<file path="config.mk">
export PLATFORM = sky130hd
export DESIGN_NAME = adsr_envelope_sequencer
export DESIGN_NICKNAME = d
export VERILOG_FILES = /design/src/rtl/adsr_envelope_sequencer.sv
export SDC_FILE = /design/constraint.sdc
export NUM_CORES = 1
export LEC_CHECK = 0
export CAP_MARGIN = 15
export CORE_UTILIZATION = 30
export DETAILED_ROUTE_END_ITERATION = 12
export GPL_TIMING_DRIVEN = 0
export SYNTH_ARGS = -nofsm -noshare
export SYNTH_HDL_FRONTEND = slang
export SYNTH_SLANG_ARGS = --single-unit
</file>
<file path="constraint.sdc">
create_clock -name clk -period 7.14 [get_ports clk]
set_clock_uncertainty 0.15 [all_clocks]
set_input_delay 0.714 -clock clk [delete_from_list [all_inputs] [get_ports clk]]
set_output_delay 0.714 -clock clk [all_outputs]
set_load 0.02 [all_outputs]
</file>
<file path="src/rtl/adsr_envelope_sequencer.sv">
// Per-voice ADSR envelope controller.
// Sequences IDLE -> ATTACK -> DECAY -> SUSTAIN -> RELEASE on keyboard gate
// edges, stepping the gain word once per sample tick. Gate edges are handled
// on every clock. An edge that coincides with a tick takes priority, and the
// envelope is not stepped on that cycle.
module adsr_envelope_sequencer #(
    parameter int ENV_W = 31
) (
    input  logic             clk,
    input  logic             reset,
    input  logic             tick,
    input  logic             gate,
    input  logic [3:0]       note,
    input  logic [2:0]       octave,
    input  logic [ENV_W-1:0] amplitude,
    input  logic [ENV_W-1:0] attack,
    input  logic [ENV_W-1:0] decay,
    input  logic [ENV_W-1:0] sustain,
    input  logic [ENV_W-1:0] rel,
    output logic [ENV_W-1:0] env,
    output logic [2:0]       env_state,
    output logic             active,
    output logic [3:0]       note_out,
    output logic [2:0]       octave_out,
    output logic             note_on_pulse
);

    localparam logic [2:0] S_IDLE    = 3'd0;
    localparam logic [2:0] S_ATTACK  = 3'd1;
    localparam logic [2:0] S_DECAY   = 3'd2;
    localparam logic [2:0] S_SUSTAIN = 3'd3;
    localparam logic [2:0] S_RELEASE = 3'd4;

    logic             gate_q;
    logic [2:0]       state_q, state_d;
    logic [ENV_W-1:0] env_q, env_d;
    logic [3:0]       note_q, note_d;
    logic [2:0]       oct_q, oct_d;
    logic             pulse_q;

    logic             rise, fall;
    logic [ENV_W-1:0] tgt;
    logic [ENV_W:0]   att_sum;
    logic [ENV_W:0]   dec_lim;

    assign rise = gate & ~gate_q;
    assign fall = ~gate & gate_q;

    // Sustain target and widened sums; the extra bit keeps the comparisons free of wrap-around
    always_comb begin
        tgt     = (sustain < amplitude) ? sustain : amplitude;
        att_sum = {1'b0, env_q} + {1'b0, attack};
        dec_lim = {1'b0, tgt} + {1'b0, decay};
    end

    // Next-state and envelope step; gate edges pre-empt the tick step
    always_comb begin
        state_d = state_q;
        env_d   = env_q;
        if (rise) begin
            // Retrigger keeps the current level so the attack starts without a click
            state_d = S_ATTACK;
        end else if (fall) begin
            if (state_q == S_ATTACK || state_q == S_DECAY || state_q == S_SUSTAIN) begin
                state_d = S_RELEASE;
            end
        end else if (tick) begin
            case (state_q)
                S_ATTACK: begin
                    // Also clamps when amplitude has been lowered below the current level
                    if (att_sum >= {1'b0, amplitude}) begin
                        env_d   = amplitude;
                        state_d = S_DECAY;
                    end else begin
                        env_d = att_sum[ENV_W-1:0];
                    end
                end
                S_DECAY: begin
                    if (decay == '0) begin
                        state_d = S_SUSTAIN;
                    end else if ({1'b0, env_q} <= dec_lim) begin
                        env_d   = tgt;
                        state_d = S_SUSTAIN;
                    end else begin
                        env_d = env_q - decay;
                    end
                end
                S_SUSTAIN: begin
                    env_d = env_q;
                end
                S_RELEASE: begin
                    if (env_q <= rel) begin
                        env_d   = '0;
                        state_d = S_IDLE;
                    end else begin
                        env_d = env_q - rel;
                    end
                end
                default: begin
                    env_d   = '0;
                    state_d = S_IDLE;
                end
            endcase
        end
    end

    // Note/octave latch: on a trigger, and while the key stays held so legato re-pitches
    always_comb begin
        note_d = note_q;
        oct_d  = oct_q;
        if (rise || (gate && gate_q)) begin
            note_d = note;
            oct_d  = octave;
        end
    end

    // State registers; reset aborts any envelope in progress immediately
    always_ff @(posedge clk) begin
        if (!reset) begin
            gate_q  <= 1'b0;
            state_q <= S_IDLE;
            env_q   <= '0;
            note_q  <= 4'd0;
            oct_q   <= 3'd4;
            pulse_q <= 1'b0;
        end else begin
            gate_q  <= gate;
            state_q <= state_d;
            env_q   <= env_d;
            note_q  <= note_d;
            oct_q   <= oct_d;
            pulse_q <= rise;
        end
    end

    assign env           = env_q;
    assign env_state     = state_q;
    assign active        = (state_q != S_IDLE);
    assign note_out      = note_q;
    assign octave_out    = oct_q;
    assign note_on_pulse = pulse_q;

endmodule

</file>
==> impl_metrics.toml <==
[status]
outcome = "finished with violations"
violations = "setup timing"

[timing]
maxSlewViolCount = 0
fin_crit_sh_pct = 108.3
finalWorstSetupSlack_ns = -0.5916
max_freq_ghz = 0.1293
tightestPinTransition_ns = 0.9255
hold_violations = 0
layout_min_cycle_time_ns = 7.732
relSlewSlack_pct = 37.73
rsz0062_at_grt = "true"
finalSetupViolCount = 32

[pwr]
power.density_nw_per_um2 = 146.1
p_leak_nw = 6.888
ir_drop_mv = 0.09019
power.total_mw = 2.217

[floorplan]
initial_core_util_pct = 30.63
ios = 209
fp.dieH_um = 195.8
rows = 70
core_area_um2 = 36790
die_w_um = 195.8
dieArea_um2 = 38340

[cells_and_area]
area_growth_pct = 34.70
antenna_cells = 0
drive_gt1_share_pct = 14.24
utilization_pct = 41.26
nNetsFinal = 2137
instances_no_fill = 2217
layout_common_cells = "198 x ha_1, 161 x clkdlybuf4s50_1, 152 x a21oi_1"
final_common_cell = "ha_1"

[placed_design]
hpwl_um = 38290
place.gp.congestion = 0.9501
dp_cells = 2168
pre_cts_ws_ns = -2.250
port_buffers = 208

[global_route]
grt_max_degree = 17
antenna_found_initial = 1
grt_pass1_wl_um = 67910
track_usage_pct = 23.01
grt-ovfl-total = 0
grt_pass1_vias = 12294

[setup_path]
start_kind = "input pin"
worstPathArrival_ns = 7.84
cpMaxStageDelayCell = "or4_1"
crit_fanout = 8
worst_r2r_path_depth = 21
endpoint_kind = "register"
worstSetupPathType = "in2reg"
cp.required_ns = 7.24
critPathMaxStageDelay_ns = 0.45

[routing]
wirelength_um = 45560
avgRoutedWirePerCell_um = 20.55
drc = 0
dr.pass1.iters = 5
avgViaCountPerCell = 5.710
dr_total_vias = 12660
dr.first_iter.drc_count = 841
final_antenna_net_count = 0

[synth]
yosysWarnings = 0
synth-edff-count = 0
syn_avg_cell_area_um2 = 7.552
async_flop_share_pct = 0
ys_seq_elements = 43
synth_flop_cell = "dfxtp_1"
ys_seq_area_share_pct = 7.640
synth_nets = 1881
synthDistinctLibCells = 86
synthCells = 1492
synth_area_um2 = 11270

[clock_tree]
clkSinkCount = 43
cts_tree = "yes"
root_buffer = "clkbuf_16"
cts.path.max_buffers = 2
ctsHoldBuffers = 0
path_clk_slew_ns = 0.08
clk_latency_ns = 0.31
cts_made_buffers = 5
htree_levels = 2

[worst_hold_path]
hp-class = "reg2reg"
holdPathStages = 2

[run]
drv_cap = 0
[synth_stat cells, types with 9 or more instances]
cell type | number | share of area (%)
o21ai_1 | 18 | 0.80
a31oi_1 | 19 | 1.1
nand3_1 | 29 | 1.3
o31ai_1 | 9 | 0.60
a221oi_1 | 12 | 0.93
a21oi_1 | 166 | 7.4
o21a_1 | 14 | 0.93
nor2_1 | 71 | 2.4
mux2_1 | 10 | 1.0
nand2b_1 | 21 | 1.2
a21o_1 | 62 | 4.1
ha_1 | 219 | 24
a211oi_1 | 22 | 1.5
clkbuf_1 | 22 | 0.73
o21ai_0 | 94 | 4.2
inv_1 | 130 | 4.3
buf_2 | 10 | 0.44
nor2b_1 | 18 | 1.0
nor4_1 | 15 | 0.83
o21bai_1 | 16 | 1.1
o211ai_1 | 16 | 1.1
xnor2_1 | 63 | 4.9
a21boi_0 | 11 | 0.73
mux2i_1 | 25 | 2.2
nand2_1 | 86 | 2.9
and2_1 | 11 | 0.61
mux2_2 | 27 | 2.7
nand4_1 | 29 | 1.6
dfxtp_1 | 43 | 7.6
nor3_1 | 26 | 1.2
xor2_1 | 47 | 3.7
o22ai_1 | 14 | 0.78
a22oi_1 | 9 | 0.60
[repair_timing]
item	4_1_cts	5_1_grt
pin swaps	69	57
endpoints found under the setup margin	32	32
buffers inserted	24	12
cloned	5	1
resized for setup	214	80
[worst max-delay path: cells and delay by family]
family          cells  cell delay, ns
simple gates       14            2.44
buf+inv             6            1.19
mux                 1            0.41
fa+ha+maj           3            0.99
compound gates     12            2.08
[power by group]
part | total (mW) | switching (mW) | internal, mW
Sequential | 0.309 | 0.0499 | 0.259
Clock | 0.249 | 0.116 | 0.133
Combinational | 1.66 | 0.923 | 0.736
[cell type report]
cell class | instances | area (µm²)
Fill cell | 3775 | 21610
Multi-Input combinational cell | 1283 | 10440
Timing Repair Buffer | 248 | 2396
Sequential cell | 43 | 860.8
Tap cell | 468 | 585.6
Inverter | 130 | 495.5
Buffer | 37 | 247.7
Clock buffer | 5 | 125.1
Clock inverter | 3 | 26.28
[stage by stage]
stage	cell area (µm²)	hold WS [ns]	setup TNS, ns
2_1_floorplan	11280	0.3886	0
3_3_place_gp	13950	0.3020	-62.98
3_5_place_dp	13950	0.3071	-64.58
4_1_cts	14810	0.3165	-12.48
5_1_grt	15180	0.3505	-26.91
6_report	15180	0.3124	-14.75
[final timing paths]
check,from,to,slack [ns]
min,note_out[1],note_out[1],0.31
min reg2reg,note_out[1],note_out[1],0.31
max reg2reg,env[1],env[3],0.85
max,sustain[14],env_state[0],-0.59
[kinds of logic after synthesis]
family | Yosys count | share of synthesized area (%)
xor gates and xnor gates | 110 | 8.551
and+or+nand+nor | 338 | 15.03
AOI/OAI and AO/OA | 549 | 31.93
buffers and inverters | 167 | 5.908
adders and majority gates | 223 | 25.03
DFF | 43 | 7.640
muxes | 62 | 5.919
[state kept, by name (all words and copies together) (netlist names)]
| name | cells |
|---|---|
| env | 31 |
| env_state | 3 |
| gate_q | 1 |
| note_on_pulse | 1 |
| note_out | 4 |
| octave_out | 3 |
[layer usage]
layer  track usage [%]  vias to the layer above  wire length, µm
met4             8.941                        0             1857
li1                  -                     6104                -
met1             30.20                     5950            20500
met3             2.596                      102             2717
met2             38.41                      504            20490
met5                 0                        -                0
No activity file was read; power rests on OpenSTA's default activity.
